## src/rtl/uart_tx_if.sv

```systemverilog
// rtl/uart_tx_if.sv - valid/ready byte handshake into the UART transmitter
interface uart_tx_if #(
  parameter int DATASIZE = 8
);
  logic [DATASIZE-1:0] txData;
  logic                txValid;
  logic                txReady;

  modport master (output txData, output txValid, input txReady);
  modport slave  (input txData, input txValid, output txReady);
endinterface

```

## src/rtl/uart_tx.sv

```systemverilog
// rtl/uart_tx.sv - buffered UART transmitter: byte FIFO feeding a start/data/parity/stop serialiser
module uart_tx #(
  parameter int DATASIZE   = 8,
  parameter int CLKSPERBIT = 868,
  parameter int PARITY     = 0,
  parameter int STOPBITS   = 1,
  parameter int FIFODEPTH  = 16,
  parameter int ADDRSIZE   = 4
) (
  input  logic              clk,
  input  logic              rstN,
  uart_tx_if.slave          tx,
  output logic              txOut,
  output logic              busy,
  output logic [ADDRSIZE:0] fifoCount
);
  localparam int TW = $clog2(CLKSPERBIT);
  localparam int BW = (DATASIZE > 1) ? $clog2(DATASIZE) : 1;

  typedef enum logic [2:0] {IDLE, START, DATA, PAR, STOP} state_t;

  state_t              state, state_nxt;
  logic [TW-1:0]       timer;
  logic [BW-1:0]       bitcnt;
  logic [DATASIZE-1:0] shift, shift_nxt, head;
  logic                par_bit, par_nxt;
  logic [DATASIZE-1:0] mem [FIFODEPTH];
  logic [ADDRSIZE-1:0] wrPtr, rdPtr;
  logic                push, pop, bit_end, fifo_nonempty, txout_d;

  assign fifo_nonempty = (fifoCount != '0);
  assign tx.txReady    = (fifoCount != (ADDRSIZE+1)'(FIFODEPTH));
  assign push          = tx.txValid && tx.txReady;
  assign bit_end       = (timer == TW'(CLKSPERBIT - 1));
  assign head          = mem[rdPtr];

  // Next state; pop happens from IDLE or at the very end of the last stop bit
  always_comb begin
    state_nxt = state;
    pop       = 1'b0;
    case (state)
      IDLE:  if (fifo_nonempty) begin
               pop       = 1'b1;
               state_nxt = START;
             end
      START: if (bit_end) state_nxt = DATA;
      DATA:  if (bit_end && bitcnt == BW'(DATASIZE - 1))
               state_nxt = (PARITY != 0) ? PAR : STOP;
      PAR:   if (bit_end) state_nxt = STOP;
      STOP:  if (bit_end && bitcnt == BW'(STOPBITS - 1)) begin
               if (fifo_nonempty) begin
                 pop       = 1'b1;
                 state_nxt = START;
               end else begin
                 state_nxt = IDLE;
               end
             end
      default: state_nxt = IDLE;
    endcase
  end

  always_comb begin
    shift_nxt = shift;
    par_nxt   = par_bit;
    if (pop) begin
      shift_nxt = head;
      par_nxt   = (PARITY == 1) ? ~^head : ^head;
    end else if (state == DATA && bit_end) begin
      shift_nxt = shift >> 1;
    end
  end

  // Line value for the cycle after the edge, so txOut can be a plain register
  always_comb begin
    txout_d = 1'b1;
    case (state_nxt)
      START:   txout_d = 1'b0;
      DATA:    txout_d = shift_nxt[0];
      PAR:     txout_d = par_nxt;
      default: txout_d = 1'b1;
    endcase
  end

  always_ff @(posedge clk or negedge rstN) begin
    if (!rstN) begin
      state   <= IDLE;
      timer   <= '0;
      bitcnt  <= '0;
      shift   <= '0;
      par_bit <= 1'b0;
      txOut   <= 1'b1;
      busy    <= 1'b0;
    end else begin
      state   <= state_nxt;
      shift   <= shift_nxt;
      par_bit <= par_nxt;
      txOut   <= txout_d;
      busy    <= (state_nxt != IDLE);
      if (state == IDLE || state_nxt != state || bit_end)
        timer <= '0;
      else
        timer <= timer + 1'b1;
      if (state_nxt != state)
        bitcnt <= '0;
      else if (bit_end)
        bitcnt <= bitcnt + 1'b1;
    end
  end

  always_ff @(posedge clk or negedge rstN) begin
    if (!rstN) begin
      wrPtr     <= '0;
      rdPtr     <= '0;
      fifoCount <= '0;
    end else begin
      if (push) wrPtr <= wrPtr + 1'b1;
      if (pop)  rdPtr <= rdPtr + 1'b1;
      case ({push, pop})
        2'b10:   fifoCount <= fifoCount + 1'b1;
        2'b01:   fifoCount <= fifoCount - 1'b1;
        default: fifoCount <= fifoCount;
      endcase
    end
  end

  always_ff @(posedge clk) begin
    if (push) mem[wrPtr] <= tx.txData;
  end
endmodule

```

## src/flat_wrapper.sv

```systemverilog
// flat-port wrapper written by rule: the top's interface ports become plain ports
module uart_tx_flat 
#(
  parameter int DATASIZE   = 8,
  parameter int CLKSPERBIT = 868,
  parameter int PARITY     = 0,
  parameter int STOPBITS   = 1,
  parameter int FIFODEPTH  = 16,
  parameter int ADDRSIZE   = 4
)
  (clk, rstN, txOut, busy, fifoCount, tx_txData, tx_txValid, tx_txReady);
  uart_tx_if #(.DATASIZE(DATASIZE)) tx_i ();
  input  logic clk;
  input  logic rstN;
  output logic txOut;
  output logic busy;
  output logic [ADDRSIZE:0] fifoCount;
  input wire logic [$bits(tx_i.txData)-1:0] tx_txData;
  input wire logic [$bits(tx_i.txValid)-1:0] tx_txValid;
  output wire logic [$bits(tx_i.txReady)-1:0] tx_txReady;
  assign tx_i.txData = tx_txData;
  assign tx_i.txValid = tx_txValid;
  assign tx_txReady = tx_i.txReady;
  uart_tx #(.DATASIZE(DATASIZE), .CLKSPERBIT(CLKSPERBIT), .PARITY(PARITY), .STOPBITS(STOPBITS), .FIFODEPTH(FIFODEPTH), .ADDRSIZE(ADDRSIZE)) u_core (.clk(clk), .rstN(rstN), .tx(tx_i), .txOut(txOut), .busy(busy), .fifoCount(fifoCount));
endmodule
```

## config.mk

```make
export PLATFORM = sky130hd
export DESIGN_NAME = uart_tx_flat
export DESIGN_NICKNAME = d
export VERILOG_FILES = /design/src/rtl/uart_tx_if.sv /design/src/rtl/uart_tx.sv /design/src/flat_wrapper.sv
export SDC_FILE = /design/constraint.sdc
export NUM_CORES = 1
export LEC_CHECK = 0
export ABC_AREA = 1
export CAP_MARGIN = 15
export CORE_MARGIN = 2
export CORE_UTILIZATION = 62
export CTS_CLUSTER_DIAMETER = 50
export CTS_CLUSTER_SIZE = 8
export DETAILED_ROUTE_END_ITERATION = 12
export GPL_ROUTABILITY_DRIVEN = 0
export PLACE_DENSITY = 0.85
export SLEW_MARGIN = 0
export SYNTH_ARGS = -nofsm -noshare
export SYNTH_HDL_FRONTEND = slang
export SYNTH_SLANG_ARGS = --single-unit
```

## constraint.sdc

```tcl
create_clock -name clk -period 4.09 [get_ports clk]
set_clock_uncertainty 0.15 [all_clocks]
set_input_delay 0.6135 -clock clk [delete_from_list [all_inputs] [get_ports clk]]
set_output_delay 0.6135 -clock clk [all_outputs]
set_load 0.005 [all_outputs]
```

======== Word level (Yosys, flattened, before mapping) ========
Memory sizes are Yosys's and may differ from the RTL's.
Cells that the tools add are included.
cells by class
  $add $sub $neg .......................... 6
  multiply operators ...................... 0
  divide/modulo/power cells ............... 0
  $lt $le $gt $ge ......................... 0
  equality and inequality tests ........... 13
  shifts and indexed selects .............. 0
  muxes and demuxes ....................... 20
  bitwise operators ....................... 0
  reduce and logical (&&, ||, !) cells .... 14
operators by type and width
  cell                                                                count
  3-bit two-way mux                                                   7
  8-bit two-way mux                                                   2
  3-bit case mux with 5 select lines                                  1
  3-bit by 2-bit == test with 1-bit output, second input constant     4
  10-bit by 1-bit adder with 10-bit output, second input constant     1
  10-bit == test, second input constant                               1
  10-bit two-way mux                                                  1
  5-bit case mux with 2 select lines                                  1
  4-bit by 1-bit adder with 4-bit output, second input constant       2
  8-bit parity                                                        1
  3-bit by 1-bit == test with 1-bit output, second input constant     2
  3-bit == test, second input constant                                2
  3-bit logical NOT                                                   2
  1-bit two-way mux                                                   6
  2-bit nonzero test                                                  3
  5-bit by 1-bit adder with 5-bit output, second input constant       1
  5-bit inequality test, second input constant                        1
  5-bit nonzero test                                                  1
  5-bit by 1-bit subtractor with 5-bit output, second input constant  1
  1-bit logical AND                                                   4
  3-bit by 1-bit adder with 3-bit output, second input constant       1
  3-bit inequality test                                               1
  1-bit case mux with 3 select lines                                  1
  3-bit nonzero test                                                  1
  other kinds (4)                                                     5
word-level totals
  register bits after elaboration ......... 40
  latch bits .............................. 0
  bits in writable memories ............... 128
  bits in read-only memories .............. 0
  input port bits ......................... 11
  output and inout bits ................... 8
  logic and storage cells ................. 65
  memories kept ........................... 1
memory list
  memory      depth  width  rd ports  clocked after Yosys merged registers in  write ports  RTL line       RTL
  u_core.mem  16     8      1         0                                        1            uart_tx.sv:27  logic [DATASIZE-1:0] mem [FIFODEPTH];

======== Depth between registers and ports, before layout ========
Gate-level depths: netlist (run 1).
  word-level depth ........................ 8
  gate-level depth with buffers ........... 19
  gate-level depth less buffers ........... 18

======== Least setup slack after synthesis (run 1) ========
OpenSTA, ideal clock, no wires.
  path type ............................... register to register
  start ................................... register u_core.timer[0]
  end ..................................... register u_core.fifoCount[4]
  setup time .............................. 0.079 ns
  arrival time ............................ 2.596 ns
  data required time ...................... 3.861 ns
  setup slack ............................. 1.265 ns
  stages on the path, launching flop included .. 20
  buffers on the path ..................... 1
  clock period less this slack ............ 2.825 ns
  cells stage by stage .................... dfrtp_1 > ha_1 > nand4_1 > nor2_1 > nand2_1 > inv_2 > nand2_1 > o21ai_1 > nand3_1 > inv_2 > buf_4 > ha_1 > inv_1 > fa_1 > nor2_1 > a211oi_1 > nand2_1 > nand2_1 > nor2_1 > xor2_1
between the ends
  word-level cells in the longest chain between the ends .. 6
  elaborated cells between the ends (all ways) .. 8
  classes of those cells .................. 3 x eq/ne; 3 x mux; 2 x reduce/logical
ends and longest elaborated chain
  item                                                                       RTL line        RTL
  from (decl)                                                                uart_tx.sv:23   logic [TW-1:0] timer;
  from (signal assigned)                                                     uart_tx.sv:102  timer <= timer + 1'b1;
  10-bit == test (*)                                                         uart_tx.sv:34   assign bit_end = (timer == TW'(CLKSPERBIT - 1));
  1-bit logical AND (*)                                                      uart_tx.sv:50   STOP: if (bit_end && bitcnt == BW'(STOPBITS - 1)) begin
  1-bit two-way mux (*)                                                      uart_tx.sv:50
  1-bit case mux with 2 select lines (*)                                     uart_tx.sv:41   case (state)
  via u_core.pop                                                             uart_tx.sv:29   logic push, pop, bit_end, fifo_nonempty, txout_d;
  2-bit by 1-bit == test with 1-bit output or 2-bit == test (tied branches)  uart_tx.sv:118  case ({push, pop})
  5-bit case mux with 2 select lines or 2-bit nonzero test (tied branches)   n/a
  to (signal assigned)                                                       uart_tx.sv:119  2'b10: fifoCount <= fifoCount + 1'b1;
  to (signal assigned)                                                       uart_tx.sv:120  2'b01: fifoCount <= fifoCount - 1'b1;
  to (signal assigned)                                                       uart_tx.sv:121  default: fifoCount <= fifoCount;
  to (decl)                                                                  uart_tx.sv:15   output logic [ADDRSIZE:0] fifoCount
Mark *: on every way through the listed nets, which the timed path passes. The rest lies on a longest branch.
A chain may end at the register's enable or synchronous reset.

======== Worst setup path after layout (run 1) ========
  start ................................... register u_core.timer[0]
  end ..................................... register u_core.fifoCount[4]
between the ends
  word-level cells in the longest chain between the ends .. 6
  elaborated cells between the ends (all ways) .. 8
  classes of those cells .................. 3 x eq/ne; 3 x mux; 2 x reduce/logical
ends and longest elaborated chain
  item                                                                       RTL line
  10-bit == test (*)                                                         uart_tx.sv:34
  1-bit logical AND (*)                                                      uart_tx.sv:50
  1-bit two-way mux (*)                                                      uart_tx.sv:50
  1-bit case mux with 2 select lines (*)                                     uart_tx.sv:41
  2-bit by 1-bit == test with 1-bit output or 2-bit == test (tied branches)  uart_tx.sv:118
  5-bit case mux with 2 select lines or 2-bit nonzero test (tied branches)   n/a
Mark *: on every way between the ends. The rest lies on a longest branch, timed or not.

==> impl_metrics.ini, run 1 <==
[sta]
drv_slew = 0
hold_violations = 0
maxSlewHeadroom_pct = 41.2
final.min_clock_period_ns = 3.44
max_clock_freq_mhz = 290
grt_setup_unrepaired = false
tightest_slew_ns = 0.882
setup_viol = 0
finalSetupTns_ns = 0
fin_crit_sh_pct = 84.2

[place]
post_dp_cell_area_um2 = 7990
placed_cells = 959
port_buffers = 18
hpwl_mm = 10.4

[route]
vias_per_cell = 5.54
ant_nets = 0
wl_mm = 16.0
routedWlPerCell_um = 16.2
drt-pass1-iter-count = 5
drt_iter0_markers = 587
route.vias.total = 5492
drc = 0

[cts]
postCtsSetupBuffers = 0
holdBufCountCts = 0
cts_made_buffers = 17
clk_latency_ns = 0.43
post_cts_resized = 0
cts-root-buf = clkbuf_16
clock-sinks = 168
htree_levels = 4
cts_buffer_depth = 2
cts_tree = yes
clkTransAtPathRegs_ns = 0.06

[final_layout]
layout_commonest_cell = nand2_1
final_cell_mix = 258 x nand2_1, 128 x edfxtp_1, 106 x inv_1
fin_area_um2 = 8550
layout-drive-gt1-share_pct = 6.44
instances_no_fill = 991
fill_cells = 833
diodes = 0
nets = 835
area_growth_pct = 10.2

[run]
max_cap_violations = 0

[logic_synthesis]
syn_area_per_cell_um2 = 9.75
ys_seq_elements = 168
synth_edf_count = 128
syn_area_um2 = 7760
syn_nets = 821
yosysWarnings = 0
synth_ff_type = edfxtp_1
synthTopCellsByArea = edfxtp_1 50%, dfrtp_1 13%, nand2_1 12%, nand3_1 5.9%, inv_1 5.1%
yosysTopAreaCell = edfxtp_1
yosys.area.top_type_share_pct = 49.5
ys_seq_area_share_pct = 62.4
postSynth.asyncResetShare_pct = 23.8
synth_cells = 796
synth_cell_types = 40

[setup_path]
worstPathRequired_ns = 4.29
r2r_start = u_core.timer[0]$_DFF_PN0_
end_kind = flop
setup.worst_path.class = flop to flop
cp.arrival_ns = 3.64
start_kind = flop
startpoint = u_core.timer[0]$_DFF_PN0_
ff2ff_setup_slack_ns = 0.65
path_max_fanout = 15

[grt]
grt-ovfl-total = 0
grt_pass1_wl_mm = 25.8
use_met2_pct = 42.9
met3_usage_pct = 5.44
grt_pass1_vias = 5443
grtUsageMet1_pct = 32.2
grtUsageTotal_pct = 25.9
antenna_found_initial = 0
grt_max_degree = 64
top_usage_layer = met2

[pwr]
p_leak_nw = 3.77
power.total_mw = 5.92
powerDensity_nw_per_um2 = 692
vdd_drop_max_uv = 442

[die]
core_um2 = 12100
pin_count = 19
die-area_um2 = 13400
initial_core_util_pct = 64.1
die-width_um = 116
rows = 40
die_y_um = 116

[run_status]
status = complete, no violations

[min_path]
hp-class = input pin to async pin
## flip-flops by register name, summed over array words and instances, names as in the netlist
register	flops
u_core.par_bit	1
u_core.txOut	1
u_core.busy	1
u_core.shift	8
u_core.bitcnt	3
u_core.state	3
u_core.fifoCount	5
u_core.wrPtr	4
u_core.mem	128
u_core.timer	10
u_core.rdPtr	4
## per-stage QoR
stage | utilization, % | hold slack (ns) | setup WS, ns
final | 70.6 | 0.160 | 0.646
after global routing | 70.6 | 0.227 | 0.385
after CTS | 70.6 | 0.187 | 0.678
after detailed placement | 66.0 | 0.314 | 0.743
after global placement | 66.0 | 0.295 | 0.981
after floorplan | - | 0.168 | 1.26
## worst paths after layout
kind,end,depth (start not counted)
max in group asynchronous,u_core.rdPtr[0]$_DFFE_PN0P_,1
setup reg to reg,u_core.fifoCount[4]$_DFFE_PN0P_,19
hold reg to reg,u_core.timer[0]$_DFF_PN0_,1
hold / removal,u_core.timer[4]$_DFF_PN0_,1
setup / recovery,u_core.fifoCount[4]$_DFFE_PN0P_,19
min in group clk,u_core.timer[0]$_DFF_PN0_,1
## Yosys cell counts (2+ instances only)
master and instances:
nand2_1 258, edfxtp_1 128, inv_1 106, nand3_1 91
nor2_1 48, dfrtp_1 39, ha_1 13, xor2_1 13
buf_2 12, o21ai_0 11, a21oi_1 10, buf_4 6
buf_6 6, inv_2 5, nor2_2 5, nor3_1 5
nand2_2 4, o221ai_1 4, xnor2_1 4, nand4_1 3
clkbuf_1 2, clkinv_1 2, nand3b_1 2, o21ai_2 2
or2_2 2
## cell families after synthesis
logic type,synth area share [%]
simple gates,22.6
xor+xnor,1.92
buf+inv,7.92
fa+ha+maj,2.35
flops,62.4
compound gates,2.81
## layout make-up
class / instances / area [µm²] / share of cell area (%)
sequential: 168 / 4850 / 56.7
multi-input combinational: 487 / 2300 / 26.9
clock buffer: 23 / 458 / 5.35
inverter: 114 / 430 / 5.03
tap: 168 / 210 / 2.46
timing repair buffer: 22 / 205 / 2.40
clock inverter: 9 / 103 / 1.20
## where the power goes
part           internal [mW]  switching [mW]
Sequential              2.10           0.182
Clock                  0.909           0.615
Combinational          0.671            1.44
Total                   3.68            2.24
## routing by layer
metal	vias up	share of wire, %
li1	2595	-
met1	2598	40
met2	248	51
met3	51	6.5
met4	0	3.2
met5	-	0
## worst max-delay path, cell delays in order, from the launching register on
cell and delay, ns:
dfrtp_1 0.37, ha_1 0.21, nand4_1 0.12, nor2_1 0.10, nand2_1 0.12, inv_2 0.18, nand2_1 0.07, o21ai_1 0.20
nand3_1 0.10, buf_4 0.20, inv_2 0.16, ha_1 0.26, inv_1 0.11, fa_1 0.40, nor2_1 0.14, a211oi_1 0.08
nand2_1 0.07, nand2_1 0.04, nor2_1 0.13, xor2_1 0.17
Note: power is estimated with default switching activity, not from simulation.
==> run 2: changes to the inputs <==
--- a/config.mk
+++ b/config.mk
@@ -8,12 +8,12 @@
 export ABC_AREA = 1
 export CAP_MARGIN = 15
 export CORE_MARGIN = 2
-export CORE_UTILIZATION = 62
+export CORE_UTILIZATION = 56
 export CTS_CLUSTER_DIAMETER = 50
 export CTS_CLUSTER_SIZE = 8
 export DETAILED_ROUTE_END_ITERATION = 12
 export GPL_ROUTABILITY_DRIVEN = 0
-export PLACE_DENSITY = 0.85
+export PLACE_DENSITY = 0.81
 export SLEW_MARGIN = 0
 export SYNTH_ARGS = -nofsm -noshare
 export SYNTH_HDL_FRONTEND = slang
==> constraint.sdc (replaced) <==
create_clock -name clk -period 3.01 [get_ports clk]
set_clock_uncertainty 0.15 [all_clocks]
set_input_delay 0.4515 -clock clk [delete_from_list [all_inputs] [get_ports clk]]
set_output_delay 0.4515 -clock clk [all_outputs]
set_load 0.005 [all_outputs]
==> run 2 against run 1 <==
Effect of this change:
- clock power is 37% higher
- routed wire length down 2.6%
- sequential share of layout area down 1.6 points
- critical path depth fell by 1
- core utilization down 6.4 points
- global-route usage fell by 3.5 points
- first-iteration DRC count fell by 13%
- critical endpoint unchanged
- largest power group unchanged
- highest routed layer unchanged
==> impl_metrics.ini, run 2 (same netlist as run 1, synthesis figures left out) <==
[grt]
antenna_found_initial = 0
grt_pass1_vias = 5104
grt_max_degree = 69
grt-ovfl-total = 0
grtUsageTotal_pct = 22.4
grt_pass1_wl_mm = 25.2

[setup_path]
cpPeakStageDelay_ns = 0.38
start_kind = flop
worstPathRequired_ns = 3.20
slowest_stage = fa_1
path_max_fanout = 4
end_kind = flop
cp.arrival_ns = 2.96
setup.worst_path.class = flop to flop
path_cells = ha_2, nand4_1, nor2_1, nand2_2, inv_2, nand2_1, o21ai_2, nand3_1, inv_2, ha_4, inv_1, fa_1, nor2_1, a211oi_1, nand2_1, nand2_1, nor2_1, xor2_1

[cts]
clock-sinks = 168
cts-root-buf = clkbuf_16
clk_latency_ns = 0.42
cts_made_buffers = 17
cts_tree = yes
cts_buffer_depth = 2
htree_levels = 4
clkTransAtPathRegs_ns = 0.07
holdBufCountCts = 0

[final_layout]
fill_cells = 1005
multi_input_area_um2 = 2320
final_cell_mix = 257 x nand2_1, 128 x edfxtp_1, 106 x inv_1
seq_area_um2 = 4850
area_growth_pct = 13.5
layout_commonest_cell = nand2_1
diodes = 0
largest_reg_flops = 128
finish.utilization_pct = 64.2
layout-drive-gt1-share_pct = 9.93
regMostFlops = u_core.mem
instances_no_fill = 1026
nets = 858
fin_area_um2 = 8810
top_regs = u_core.mem x128, u_core.timer x10, u_core.shift x8

[die]
die_y_um = 122
pin_count = 19
initial_core_util_pct = 56.6
core_um2 = 13700
rows = 43
die-width_um = 122
die-area_um2 = 14800

[route]
drt_iter0_markers = 512
ant_nets = 0
drc = 0
vias_per_cell = 5.18
drt-pass1-iter-count = 5
routedWlPerCell_um = 15.2
wl_mm = 15.6
route.vias.total = 5316

[sta]
tightest_slew_ns = 0.898
maxSlewHeadroom_pct = 40.1
hold_violations = 0
setup_viol = 0
max_clock_freq_mhz = 362
grt_setup_unrepaired = false
drv_slew = 0
finalWorstSetupSlack_ns = 0.246
final.min_clock_period_ns = 2.76
whs_ns = 0.00819
fin_crit_sh_pct = 91.8
finalSetupTns_ns = 0

[pwr]
p_leak_nw = 3.91
power.total_mw = 8.16
powerDensity_nw_per_um2 = 927
vdd_drop_max_uv = 658

[run_status]
status = complete, no violations

[place]
pre_cts_slack_ns = 0.0988
post_dp_cell_area_um2 = 8210
hpwl_mm = 10.0
placed_cells = 993
port_buffers = 18

[run]
max_cap_violations = 0

[min_path]
hp-class = input pin to async pin
==> run 2: layout make-up <==
| type | instances | area share [%] |
|---|---|---|
| Sequential cell | 168 | 55.0 |
| Multi-Input combinational cell | 487 | 26.4 |
| Timing Repair Buffer | 45 | 4.72 |
| Tap cell | 180 | 2.56 |
| Inverter | 114 | 4.89 |
| Clock buffer | 18 | 4.87 |
| Clock inverter | 14 | 1.56 |
==> run 2: what timing repair did <==
item / in CTS / in global routing
endpoints found under the setup margin: 0 / 1
gates resized for setup: 0 / 5
buffers inserted: 0 / 1
==> run 2: critical path: cells and delay by family, from the launching register on <==
kind                       cells  cell delay, ns
buffers and inverters          3            0.25
xor gates and xnor gates       1            0.15
AOI/OAI and AO/OA              2            0.21
and+or+nand+nor                9            0.83
adders and majority gates      3            0.74
DFF                            1            0.36
==> run 2: power breakdown <==
group	switching [mW]	internal, mW
Clock	0.919	1.16
Combinational	2.00	1.04
Sequential	0.189	2.85
Total	3.11	5.05
==> run 2: final timing paths <==
check | slack, ns | to | start | cells after the start
min in group clk | 0.37 | u_core.shift[4]$_DFFE_PN0P_ | u_core.shift[5]$_DFFE_PN0P_ | 2
max in group asynchronous | 2.08 | u_core.rdPtr[0]$_DFFE_PN0P_ | rstN | 1
worst max-delay path | 0.25 | u_core.fifoCount[4]$_DFFE_PN0P_ | u_core.timer[1]$_DFF_PN0_ | 18
worst max register to register | 0.25 | u_core.fifoCount[4]$_DFFE_PN0P_ | u_core.timer[1]$_DFF_PN0_ | 18
worst min register to register | 0.37 | u_core.shift[4]$_DFFE_PN0P_ | u_core.shift[5]$_DFFE_PN0P_ | 2
worst min-delay path | 0.008 | u_core.bitcnt[2]$_DFFE_PN0P_ | rstN | 1
==> run 2: metal layers <==
metal	global-route usage [%]	share of wire, %
met4	5.89	1.6
met2	38.3	51
met3	5.24	5.1
met1	29.0	43
met5	0	0
==> run 3: changes to the inputs <==
--- a/config.mk
+++ b/config.mk
@@ -14,6 +14,7 @@
 export DETAILED_ROUTE_END_ITERATION = 12
 export GPL_ROUTABILITY_DRIVEN = 0
 export PLACE_DENSITY = 0.81
+export SKIP_LAST_GASP = 1
 export SLEW_MARGIN = 0
 export SYNTH_ARGS = -nofsm -noshare
 export SYNTH_HDL_FRONTEND = slang
==> results of run 3 <==
Final layout, timing and power as in run 2 (identical DEF).
